<file path="config.mk">
export PLATFORM = sky130hd
export DESIGN_NAME = gcd_euclid
export DESIGN_NICKNAME = d
export VERILOG_FILES = /design/src/rtl/gcd_euclid.sv
export SDC_FILE = /design/constraint.sdc
export NUM_CORES = 1
export LEC_CHECK = 0
export ABC_CLOCK_PERIOD_IN_PS = 3900
export BUFFER_PORTS_ARGS = -buffer_cell sky130_fd_sc_hd__buf_2
export CORE_MARGIN = 4
export CORE_UTILIZATION = 66
export CTS_BUF_LIST = sky130_fd_sc_hd__clkbuf_2
export DETAILED_ROUTE_END_ITERATION = 8
export GPL_TIMING_DRIVEN = 0
export PLACE_DENSITY = 0.94
export SYNTH_ARGS = -nofsm -noshare
export SYNTH_HDL_FRONTEND = slang
export SYNTH_SLANG_ARGS = --single-unit
export TNS_END_PERCENT = 5
</file>
<file path="constraint.sdc">
create_clock -name clk -period 3.9 [get_ports clk]
set_input_delay 0.585 -clock clk [delete_from_list [all_inputs] [get_ports clk]]
set_output_delay 0.585 -clock clk [all_outputs]
set_load 0.005 [all_outputs]
</file>
<file path="src/rtl/gcd_euclid.sv">
// Multi-cycle Euclid GCD engine using a bit-serial restoring remainder.
// Optional GCD_ITER_COUNT_EN adds an 8-bit iteration counter output.
module gcd_euclid #(
    parameter int WIDTH = 16
) (
    input  logic             clk,
    input  logic             rst_n,
    input  logic             start,
    input  logic [WIDTH-1:0] a,
    input  logic [WIDTH-1:0] b,
    output logic             ready,
    output logic             busy,
    output logic             done,
    output logic [WIDTH-1:0] gcd,
    output logic             err
`ifdef GCD_ITER_COUNT_EN
    ,
    output logic [7:0]       iter_cnt
`endif
);

    localparam int NW = $clog2(WIDTH + 1);

    localparam logic [2:0] S_IDLE  = 3'd0;
    localparam logic [2:0] S_CHECK = 3'd1;
    localparam logic [2:0] S_DIV   = 3'd2;
    localparam logic [2:0] S_SWAP  = 3'd3;
    localparam logic [2:0] S_DONE  = 3'd4;

    logic [2:0]       state;
    logic [WIDTH-1:0] ra;
    logic [WIDTH-1:0] rb;
    logic [WIDTH-1:0] r;
    logic [WIDTH-1:0] q;
    logic [NW-1:0]    n;
    logic [WIDTH:0]   diff;

    // Trial subtract of the divisor from the shifted partial remainder
    assign diff = {r, q[WIDTH-1]} - {1'b0, rb};

    assign ready = (state == S_IDLE);
    assign busy  = (state == S_CHECK) || (state == S_DIV)
                || (state == S_SWAP);
    assign done  = (state == S_DONE);

`ifdef GCD_ITER_COUNT_EN
    always_ff @(posedge clk or negedge rst_n) begin
        if (!rst_n) begin
            iter_cnt <= '0;
        end else if (state == S_IDLE && start) begin
            iter_cnt <= '0;
        end else if (state == S_SWAP && iter_cnt != 8'hff) begin
            iter_cnt <= iter_cnt + 8'd1;
        end
    end
`endif

    always_ff @(posedge clk or negedge rst_n) begin
        if (!rst_n) begin
            state <= S_IDLE;
            ra    <= '0;
            rb    <= '0;
            r     <= '0;
            q     <= '0;
            n     <= '0;
            gcd   <= '0;
            err   <= 1'b0;
        end else begin
            unique case (state)
                S_IDLE: begin
                    if (start) begin
                        ra    <= a;
                        rb    <= b;
                        gcd   <= '0;
                        err   <= 1'b0;
                        state <= S_CHECK;
                    end
                end
                S_CHECK: begin
                    if (rb == '0) begin
                        gcd   <= ra;
                        err   <= (ra == '0);
                        state <= S_DONE;
                    end else begin
                        r     <= '0;
                        q     <= ra;
                        n     <= NW'(WIDTH);
                        state <= S_DIV;
                    end
                end
                S_DIV: begin
                    if (diff[WIDTH]) begin
                        r <= {r[WIDTH-2:0], q[WIDTH-1]};
                        q <= {q[WIDTH-2:0], 1'b0};
                    end else begin
                        r <= diff[WIDTH-1:0];
                        q <= {q[WIDTH-2:0], 1'b1};
                    end
                    n <= n - NW'(1);
                    if (n == NW'(1)) begin
                        state <= S_SWAP;
                    end
                end
                S_SWAP: begin
                    ra    <= rb;
                    rb    <= r;
                    state <= S_CHECK;
                end
                S_DONE: begin
                    state <= S_IDLE;
                end
                default: begin
                    state <= S_IDLE;
                end
            endcase
        end
    end

endmodule

</file>
After elaboration in Yosys (flattened, before gate mapping)
Index checks and enable logic that the tools add are counted.
- multiplexer cells: 22
- $mul: 0
- $add $sub $neg: 2
- shift operators: 0
- reduce and logical (&&, ||, !) cells: 12
- order comparisons: 0
- divide/modulo/power cells: 0
- bitwise operators: 0
- equal/unequal tests: 9
- operator list (operator ; count):
    16-bit one-hot mux with 2 select lines ; 5
    16-bit 2-to-1 mux ; 7
    16-bit zero test ; 2
    17-bit by 16-bit subtractor with 17-bit output ; 1
    3-bit one-hot mux with 4 select lines ; 1
    5-bit one-hot mux with 2 select lines ; 1
    3-bit 2-to-1 mux ; 3
    3-bit by 2-bit == test with 1-bit output, second input constant ; 2
    2-bit AND reduction ; 3
    2-bit nonzero test ; 3
    5-bit by 1-bit == test with 1-bit output, second input constant ; 1
    5-bit 2-to-1 mux ; 1
    5-bit by 1-bit subtractor with 5-bit output, second input constant ; 1
    2-bit by 1-bit inequality test with 1-bit output, second input constant ; 2
    2-bit inequality test, second input constant ; 2
    3-bit by 1-bit == test with 1-bit output, second input constant ; 1
    3-bit == test, second input constant ; 1
    3-bit zero test ; 1
    1-bit 2-to-1 mux ; 3
    3-bit AND reduction ; 1
    1-bit logical OR ; 2
    1-bit one-hot mux with 2 select lines ; 1
- bits in latches: 0
- output and inout port bits: 20
- memories: 0
- RAM bits: 0
- ROM bits: 0
- register bits: 89
- input port bits: 35

Logic depth before layout (Yosys ltp)
Gate-level depths: netlist (run 1).
- depth in word-level cells: 3
- depth in mapped cells: 12

Least setup slack after synthesis (run 1)
OpenSTA, ideal clock, no wires.
- path kind: reg-to-reg
- from: reg q[15]
- to: reg r[4]
- path slack: 1.398 ns
- cell stages (with the launch flop): 13
- arrival: 2.369 ns
- library setup time: 0.132 ns
- path through: dfrtp_1 -> inv_1 -> ha_1 -> inv_1 -> fa_1 -> a21oi_1 -> o21ai_2 -> o22ai_2 -> o211ai_4 -> xor2_4 -> buf_8 -> mux2i_1 -> o21ai_1
- cells in the longest elaborated chain, start to end: 3
- ends and longest elaborated chain (what ; RTL line ; source):
    from (decl) ; 34 ; logic [WIDTH-1:0] q;
    from (signal assigned) ; 86 ; q <= ra;
    from (signal assigned) ; 94 ; q <= {q[WIDTH-2:0], 1'b0};
    from (signal assigned) ; 97 ; q <= {q[WIDTH-2:0], 1'b1};
    17-bit by 16-bit subtractor with 17-bit output ; 39 ; assign diff = {r, q[WIDTH-1]} - {1'b0, rb};
    16-bit 2-to-1 mux ; 92 ; if (diff[WIDTH]) begin
    16-bit one-hot mux with 2 select lines ; 69 ; unique case (state)
    to (signal assigned) ; 93 ; r <= {r[WIDTH-2:0], q[WIDTH-1]};
    to (signal assigned) ; 96 ; r <= diff[WIDTH-1:0];
    to (decl) ; 33 ; logic [WIDTH-1:0] r;
No other way between the ends.
A chain may end at the register's enable or synchronous reset.

Worst setup path in the final report (run 1)
- from: reg q[15]
- to: reg r[0]
- cells in the longest elaborated chain, start to end: 3
- ends and longest elaborated chain (what ; RTL line):
    17-bit by 16-bit subtractor with 17-bit output ; 39
    16-bit 2-to-1 mux * ; 92
    16-bit one-hot mux with 2 select lines * ; 69
Mark *: on every way between the ends. The rest lies on a longest branch, timed or not.

==> out/qor.csv, run 1 <==
stage,metric,value,unit
sta,Final Hold Vio Count,0,
critical_path,Critical Path AT,3510,ps
die,die extent in y,94.2,µm
sta,Relative slew margins,55.2,%
critical_path,crit start category,flop,
clocking,clk root buf,clkbuf_2,
grt,first-pass GRT wire length,21000,µm
hold_path,Hold Crit Class,primary input to flop,
layout,share of layout cells above drive strength 1,13.9,%
detailed_routing,DR WL/cell,17.7,µm
layout,"most common cell after layout, fill and taps aside",dfrtp_1,
clocking,CTS resizes,0,
sta,Fmax,0.331,GHz
yosys,Syn. warnings,0,
sta,endpoints failing setup,0,
layout,"leading cell types in the layout, fill and taps excluded","89 x dfrtp_1, 85 x nand2_1, 78 x nor2_1",
grt,Overflow after GRT,0,
sta,Tcrit/Tclk final,77.5,%
critical_path,"most used cell, CP",inv_1,
sta,worst slew pin tran,669,ps
critical_path,crit-path cells,inv_1 -> ha_1 -> inv_1 -> fa_1 -> a21oi_1 -> o21ai_2 -> o22ai_2 -> o211ai_4 -> xor2_4 -> buf_8 -> mux2i_1 -> o2bb2ai_1,
placement,GPL Wtd Cong,0.911,
yosys,Synth Cell Area,4900,µm²
grt,All-Layer GR Usage,30.6,%
critical_path,Buf/Inv on CP,3,
layout,register cell area after layout,2230,µm²
detailed_routing,Routed Antenna Nets,0,
power,Pleak,2.56,nW
die,I/O pins,55,
clocking,clk_lat worst skew,540,ps
sta,unrepaired setup endpoints after global routing,no,
yosys,Syn Nets,616,
detailed_routing,Iter 0 DRT Violations,430,
grt,vias in the first global route,4493,
detailed_routing,Residual DRC,0,
critical_path,CP max FO,10,
power,Power Dens Cells,936,nW/µm²
placement,DP HPWL,9580,µm
yosys,sequential share of the synthesized area,45.4,%
critical_path,CP max stage delay,450,ps
critical_path,CP endpoint kind,flop,
power,Max VDD drop,0.000443,V
clocking,maximum buffer depth of the clock tree,2,
sta,"Slew Viols, Final",0,
layout,fin cells,733,
yosys,#FFs+latches synth,89,
placement,buffers added on ports,54,
detailed_routing,drt first pass iters,5,
yosys,Post-Synthesis Cells,562,
layout,post-layout util,75.0,%
sta,TNS Setup,0,ps
layout,Layout fillers,505,
sta,Tmin final,3020,ps
yosys,Synth Flop Type,dfrtp_1,
die,Die Area,8870,µm²
clocking,H-tree depth,3,
detailed_routing,vias per cell,6.26,
critical_path,slowest CP cell,xor2_4,
layout,footprint of the multi-input gates,2440,µm²
yosys,"FFs w/ async S/R, synth",100,%
layout,# diodes,0,
critical_path,WP data required,4390,ps
yosys,Synth Area per Inst,8.72,µm²
clocking,TritonCTS clock tree,yes,
layout,Final nets,683,
yosys,"Distinct cells, synth",52,
grt,pin count of the biggest net entering global routing,59,
clocking,CTS Buf Count,9,
critical_path,CP top delay family,compound AO/OA/AOI/OAI gates,
detailed_routing,"wirelength, routed",13000,µm
yosys,"EDFF count, synth",0,
die,row cnt,31,
flow_run,maxcap violations,0,
die,die boundary width,94.2,µm
placement,dpl cells,716,
clocking,Clock transition at path regs,230,ps
sta,Fin Clk Skew,19.8,ps
clocking,total clock sinks,89,
critical_path,kind of critical path,flop to flop,
die,Core Area,7250,µm²
layout,P&R area growth vs syn,11.0,%
run_status,status,"complete, no violations",
die,initial core utilization,67.6,%
grt,initial antenna violation count,0,
detailed_routing,Vias,4585,
## sequential cells by signal (all words and copies together) (netlist names)
name / cells
state: 3
rb: 16
r: 16
gcd: 16
err: 1
ra: 16
n: 5
q: 16
## metrics by stage
stage               setup WS (ps)  hold slack, ps  total power (W)  instance area (µm²)
floorplan                    1400             289          0.00376                 4900
finish                        877             324          0.00509                 5440
CTS                           907             307          0.00501                 5440
detailed placement            972             471          0.00456                 5330
global route                  712             281          0.00548                 5440
global placement             1070             457          0.00436                 5300
## cells by family after synthesis
logic type,count (synthesis),synth area share (%)
AOI/OAI and AO/OA,140,16.6
and+or+nand+nor,211,18.6
adders and majority gates,19,5.00
buffers and inverters,56,4.72
xor gates and xnor gates,16,3.24
DFF,89,45.4
muxes,31,6.33
## per-layer routing
metal	GRT usage [%]	wire (µm)	vias up
met5	0	0	-
met4	14.6	467	0
met3	5.05	1110	50
met2	52.8	6380	278
met1	37.3	5020	2185
li1	-	-	2072
## where the power goes
| group | switching, W | total (W) | internal, W |
|---|---|---|---|
| Sequential | 0.000373 | 0.00172 | 0.00135 |
| Combinational | 0.00176 | 0.00292 | 0.00116 |
| Clock | 0.000310 | 0.000452 | 0.000142 |
| Total | 0.00245 | 0.00509 | 0.00265 |
## cell type report
cell class                      count  area share [%]
Clock inverter                      7            1.13
Timing Repair Buffer               56            5.70
Buffer                             31            2.53
Multi-Input combinational cell    417            44.9
Tap cell                           99            2.28
Clock buffer                        9           0.828
Inverter                           25            1.72
Sequential cell                    89            40.9
## worst min-delay path: cells and delay by family
family / cells / cell delay (ps)
multiplexers: 1 / 60
AO/OA/AOI/OAI: 1 / 130
buffers and inverters: 1 / 80
## cells in the mapped netlist (2+ instances only)
master / count / area, µm²
a211oi_1: 3 / 22.5
a21oi_1: 62 / 310
inv_1: 24 / 90.1
nand3b_1: 3 / 22.5
nor4b_1: 2 / 17.5
o21ai_0: 15 / 75.1
nand3_1: 16 / 80.1
o211ai_1: 4 / 30.0
mux2i_1: 31 / 310
buf_2: 5 / 25.0
nor3_1: 2 / 10.0
nand4_1: 4 / 25.0
or3b_2: 2 / 17.5
xor2_1: 7 / 61.3
a21o_1: 2 / 15.0
and2_1: 3 / 18.8
nor4_1: 9 / 56.3
nor2_1: 78 / 293
nand2_1: 85 / 319
clkbuf_1: 22 / 82.6
a31oi_1: 15 / 93.8
ha_1: 18 / 225
dfrtp_1: 89 / 2230
and3_1: 2 / 12.5
o21a_2: 2 / 17.5
o21ai_1: 23 / 115
xnor2_1: 8 / 70.1
buf_1: 2 / 7.51
## what timing repair did
action,CTS,global route
hold endpoints to repair,31,0
hold buffers,1,0
endpoints found under the setup margin,0,0
setup buffers,0,0
## worst paths after layout
path	startpoint	to	slack [ps]	cells past startpoint
max in group asynchronous	rst_n	rb[8]$_DFFE_PN0P_	2780	3
min in group asynchronous	rst_n	q[3]$_DFFE_PN0P_	490	2
hold / removal	a[14]	ra[14]$_DFFE_PN0P_	320	3
setup / recovery	q[15]$_DFFE_PN0P_	r[0]$_DFFE_PN0P_	880	12
hold reg to reg	gcd[5]$_DFFE_PN0P_	gcd[5]$_DFFE_PN0P_	510	2
setup reg to reg	q[15]$_DFFE_PN0P_	r[0]$_DFFE_PN0P_	880	12
No activity file was read; power rests on OpenSTA's default activity.
==> run 2: changes to the inputs <==
Settings changed: ABC_CLOCK_PERIOD_IN_PS 3900 to 2900, CORE_UTILIZATION 66 to 61, PLACE_DENSITY 0.94 to 0.89.
Clock period 3.9 ns to 2.9 ns, I/O delays scaled along.
==> run 2 against run 1 <==
  * Non-clock buffer count grew 2
  * Cell area rose by 0.60%
  * Critical endpoint is now r[4]$_DFFE_PN0P_
  * Die area rose by 7.5%
  * Largest power group unchanged
  * Register-to-register slack got worse by 670 ps
  * Clock power is 42% higher
  * Worst setup slack worse by 670 ps
  * Sequential power increased by 35%
  * Total power increased by 35%
==> out/qor.csv, run 2 (synthesized netlist as in run 1, its figures left out) <==
stage,metric,value,unit
run_status,status,"complete, no violations",
sta,Fmax,0.371,GHz
power,Sw Share,47.7,%
power,Int Pwr,0.00360,W
critical_path,CP Capture Point,r[4]$_DFFE_PN0P_,
sta,Fin Clk Skew,40.2,ps
sta,"Slew Viols, Final",0,
grt,vias in the first global route,4478,
critical_path,Setup crit start,q[15]$_DFFE_PN0P_,
grt,initial antenna violation count,0,
power,Clk pwr share,9.3,%
critical_path,Worst R2R Setup Slack,210,ps
clocking,total clock sinks,89,
critical_path,WP data required,3350,ps
clocking,TritonCTS clock tree,yes,
power,part of the power in registers,33.7,%
critical_path,CP max FO,10,
critical_path,CP endpoint kind,flop,
critical_path,worst r2r src,q[15]$_DFFE_PN0P_,
clocking,maximum buffer depth of the clock tree,2,
sta,worst slew pin tran,695,ps
layout,share of layout cells above drive strength 1,14.5,%
power,Overall Power,0.00690,W
power,Power Dens Cells,1260,nW/µm²
layout,P&R area growth vs syn,11.7,%
clocking,clk root buf,clkbuf_2,
power,Max VDD drop,0.000585,V
die,Die Area,9530,µm²
sta,Final Hold Vio Count,0,
detailed_routing,vias per cell,6.02,
placement,buffers added on ports,54,
sta,unrepaired setup endpoints after global routing,no,
layout,Final nets,685,
placement,Placed Area,5330,µm²
power,Gate power share,57.0,%
clocking,H-tree depth,3,
die,Core Area,7770,µm²
detailed_routing,Vias,4442,
layout,# diodes,0,
die,die boundary width,97.6,µm
critical_path,Critical Path AT,3140,ps
grt,All-Layer GR Usage,27.6,%
detailed_routing,Iter 0 DRT Violations,399,
sta,Tcrit/Tclk final,92.9,%
detailed_routing,DR WL/cell,17.5,µm
detailed_routing,Residual DRC,0,
layout,Layout fillers,592,
layout,"most common cell after layout, fill and taps aside",dfrtp_1,
layout,final instance area,5480,µm²
power,Switch Pwr,0.00329,W
sta,TNS Setup,0,ps
clocking,clk_lat worst skew,580,ps
sta,endpoints failing setup,0,
placement,GPL Wtd Cong,0.901,
detailed_routing,"wirelength, routed",12900,µm
clocking,CTS Buf Count,9,
grt,first-pass GRT wire length,21300,µm
grt,Overflow after GRT,0,
critical_path,Worst R2R End,r[4]$_DFFE_PN0P_,
sta,Tmin final,2690,ps
critical_path,crit start category,flop,
critical_path,kind of critical path,flop to flop,
flow_run,maxcap violations,0,
die,die extent in y,97.6,µm
critical_path,R2R cell count,12,
clocking,Clock transition at path regs,260,ps
sta,Relative slew margins,53.5,%
grt,pin count of the biggest net entering global routing,49,
layout,"leading cell types in the layout, fill and taps excluded","89 x dfrtp_1, 85 x nand2_1, 78 x nor2_1",
placement,DP HPWL,9530,µm
hold_path,Hold Crit Class,primary input to flop,
detailed_routing,drt first pass iters,6,
die,row cnt,32,
die,I/O pins,55,
die,initial core utilization,63.1,%
power,Pleak,2.57,nW
detailed_routing,Routed Antenna Nets,0,
## run 2: layout make-up
cell class,instances,area [µm²],share of cell area (%)
Multi-Input combinational cell,417,2450,44.7
Sequential cell,89,2230,40.7
Timing Repair Buffer,58,325,5.94
Buffer,31,138,2.51
Tap cell,102,128,2.33
Inverter,25,93.8,1.71
Clock inverter,7,71.3,1.30
Clock buffer,9,45.0,0.823
## run 2: power by group through the flow
stage                     clock, W  sequential, W  combinational, W
after floorplan                  0        0.00219           0.00287
after global placement           0        0.00229           0.00361
after detailed placement         0        0.00232           0.00380
after CTS                 0.000635        0.00230           0.00387
after global routing      0.000687        0.00238           0.00433
final                     0.000643        0.00232           0.00393
## run 2: routing by layer
metal	global-route usage [%]	wire length, µm
met2	47.1	6360
met4	11.4	351
met5	0	0
met3	5.31	984
met1	34.4	5240
## run 2: timing repair
item / 4_1_cts / 5_1_grt
endpoints found under the hold margin: 41 / 0
setup buffers: 2 / 0
hold buffers: 1 / 0
resized for setup: 0 / 1
setup endpoints to repair: 7 / 8
gates cloned: 0 / 0
## run 2: worst min path at each step
stage | start | to | slack [ps] | cells past startpoint
finish | b[11] | rb[11]$_DFFE_PN0P_ | 140 | 3
global route | b[12] | rb[12]$_DFFE_PN0P_ | 90 | 3
CTS | b[12] | rb[12]$_DFFE_PN0P_ | 130 | 3
detailed placement | rst_n | q[2]$_DFFE_PN0P_ | 460 | 1
global placement | gcd[15]$_DFFE_PN0P_ | gcd[15]$_DFFE_PN0P_ | 460 | 2
floorplan | rst_n | err$_DFFE_PN0P_ | 140 | 0
## run 2: metrics by stage
| step | util [%] | hold slack [ps] | instances | setup slack [ps] |
|---|---|---|---|---|
| floorplan | - | 139 | 562 | 398 |
| CTS | 70.4 | 125 | 738 | 166 |
| finish | 70.5 | 143 | 738 | 207 |
| detailed placement | 68.6 | 455 | 719 | -48.8 |
| global placement | 68.2 | 457 | 718 | 67.8 |
| global route | 70.5 | 88.8 | 738 | 46.5 |
## run 2: critical path: stages (launching register included)
cell and delay [ps]:
dfrtp_1 420, inv_1 110, ha_1 210, inv_1 60
fa_1 420, a21oi_2 210, o21ai_2 90, o22ai_2 220
o211ai_4 140, xor2_4 210, buf_8 180, mux2i_1 210
o21ai_1 80
==> run 3: changes to the inputs <==
--- a/config.mk
+++ b/config.mk
@@ -7,3 +7,3 @@
 export LEC_CHECK = 0
-export ABC_CLOCK_PERIOD_IN_PS = 2900
+export ABC_CLOCK_PERIOD_IN_PS = 2500
 export BUFFER_PORTS_ARGS = -buffer_cell sky130_fd_sc_hd__buf_2
==> constraint.sdc (replaced) <==
create_clock -name clk -period 2.5 [get_ports clk]
set_input_delay 0.125 -clock clk [delete_from_list [all_inputs] [get_ports clk]]
set_output_delay 0.125 -clock clk [all_outputs]
set_load 0.005 [all_outputs]
==> run 3 against run 2 <==
  * Sequential power rose by 17%
  * Critical path depth fell by 5
  * Via count rose by 9.9%
  * Global-route usage rose by 2.5 points
  * Worst setup slack got worse by 190 ps
  * Critical endpoint is now q[13]$_DFFE_PN0P_
  * Largest cell class unchanged
  * Highest routed layer unchanged
==> out/qor.csv, run 3 (synthesized netlist as in run 1, its figures left out) <==
stage,metric,value,unit
clocking,clk_lat worst skew,560,ps
sta,"Slew Viols, Final",0,
critical_path,CP endpoint kind,flop,
sta,endpoints failing setup,0,
clocking,clk root buf,clkbuf_2,
clocking,total clock sinks,89,
sta,worst setup margin,15.0,ps
layout,"most common cell after layout, fill and taps aside",dfrtp_1,
detailed_routing,Routed Antenna Nets,0,
die,initial core utilization,63.1,%
layout,share of layout cells above drive strength 1,17.2,%
critical_path,CP max stage delay,450,ps
power,Max VDD drop,0.000717,V
detailed_routing,DR WL/cell,18.8,µm
grt,All-Layer GR Usage,30.1,%
power,Power Dens Cells,1470,nW/µm²
hold_path,Hold Crit Class,primary input to async pin,
layout,Final nets,731,
critical_path,"most used cell, CP",nand2_1,
grt,initial antenna violation count,0,
die,die extent in y,97.6,µm
die,Core Area,7770,µm²
flow_run,maxcap violations,0,
clocking,Clock transition at path regs,220,ps
sta,Fin Clk Skew,18.2,ps
placement,dpl cells,719,
grt,vias in the first global route,4722,
detailed_routing,Iter 0 DRT Violations,624,
detailed_routing,"wirelength, routed",14700,µm
sta,Fmax,0.402,GHz
critical_path,Worst R2R Setup Slack,20,ps
detailed_routing,Residual DRC,0,
critical_path,WP data required,2990,ps
critical_path,crit-path cells,buf_4 -> nor4_1 -> nand4_1 -> nand2_1 -> clkbuf_1 -> nand2_1 -> a31oi_1,
layout,footprint of the multi-input gates,2550,µm²
die,row cnt,32,
sta,TNS Setup,0,ps
die,die boundary width,97.6,µm
critical_path,R2R cell count,7,
sta,Tmin final,2480,ps
detailed_routing,vias per cell,6.24,
critical_path,kind of critical path,flop to flop,
layout,Layout fillers,458,
critical_path,worst r2r src,rb[12]$_DFFE_PN0P_,
layout,"leading cell types in the layout, fill and taps excluded","89 x dfrtp_1, 85 x nand2_1, 77 x nor2_1",
die,Die Area,9530,µm²
grt,pin count of the biggest net entering global routing,53,
sta,Tcrit/Tclk final,99.4,%
detailed_routing,Vias,4881,
critical_path,CP max FO,10,
clocking,maximum buffer depth of the clock tree,2,
placement,DP HPWL,9580,µm
clocking,H-tree depth,3,
layout,P&R area growth vs syn,23.8,%
placement,GPL Wtd Cong,0.912,
sta,worst slew pin tran,771,ps
grt,first-pass GRT wire length,23000,µm
run_status,status,"complete, no violations",
grt,Overflow after GRT,0,
critical_path,slowest CP cell,dfrtp_1,
power,Pleak,2.80,nW
critical_path,Critical Path AT,2970,ps
sta,unrepaired setup endpoints after global routing,yes,
sta,Relative slew margins,48.4,%
placement,buffers added on ports,54,
layout,register cell area after layout,2230,µm²
layout,fin cells,782,
sta,Final Hold Vio Count,0,
detailed_routing,drt first pass iters,6,
sta,Min Hold Slack,42.3,ps
layout,# diodes,0,
power,Overall Power,0.00892,W
placement,pre-CTS worst setup slack,-343,ps
clocking,CTS Buf Count,9,
clocking,TritonCTS clock tree,yes,
critical_path,Worst R2R End,q[13]$_DFFE_PN0P_,
critical_path,crit start category,flop,
die,I/O pins,55,
[run 3: cell count changes in the layout (fill, tap and decap cells not counted), sizes merged]
cell         delta
buf            +12
dlygate4sd3    +33
bufbuf          +1
clkinvlp        -2
bufinv          +2
clkbuf          +1
clkinv          -3
[run 3: repair_timing]
action | 4_1_cts | 5_1_grt
gates resized for setup | 7 | 14
pin swaps | 4 | 3
setup buffers | 8 | 6
cloned | 1 | 0
hold endpoints to repair | 122 | 0
hold buffers | 34 | 0
setup endpoints to repair | 17 | 24
[run 3: through the flow]
stage,utilization [%],area (µm²)
after floorplan,-,4910
after global placement,68.3,5300
final,78.1,6070
after detailed placement,68.7,5330
after CTS,76.5,5940
after global routing,78.1,6070
[run 3: per-layer routing]
metal | share of wire [%] | global-route usage [%]
met1 | 37 | 36.2
met3 | 8.6 | 4.74
met4 | 5.6 | 14.2
met2 | 49 | 52.7
met5 | 0 | 0
[run 3: final cells by class]
class / count / share of cell area [%]
multi-input cells: 417 / 42.1
flip-flops and latches: 89 / 36.7
clock inverters: 4 / 1.55
well taps: 102 / 2.10
plain buffers: 31 / 2.29
repair buffers: 104 / 12.9
inverters: 25 / 1.55
clock buffers: 10 / 0.825
[run 3: worst max-delay path: cells and delay by family, from the launching register on]
| family | cells | cell delay, ps |
|---|---|---|
| AOI/OAI and AO/OA | 1 | 220 |
| buffers and inverters | 2 | 580 |
| DFF | 1 | 450 |
| and+or+nand+nor | 4 | 1160 |
[run 3: how the worst max path moves through the flow]
stage,to,startpoint
finish,q[13]$_DFFE_PN0P_,rb[12]$_DFFE_PN0P_
floorplan,r[4]$_DFFE_PN0P_,q[15]$_DFFE_PN0P_
CTS,r[6]$_DFFE_PN0P_,q[15]$_DFFE_PN0P_
global route,r[14]$_DFFE_PN0P_,rb[12]$_DFFE_PN0P_
detailed placement,r[4]$_DFFE_PN0P_,q[15]$_DFFE_PN0P_
global placement,r[9]$_DFFE_PN0P_,q[15]$_DFFE_PN0P_
[run 3: report_power, final]
part | internal, W | switching (W)
clock | 0.000421 | 0.000479
combinational | 0.00229 | 0.00302
sequential | 0.00211 | 0.000599
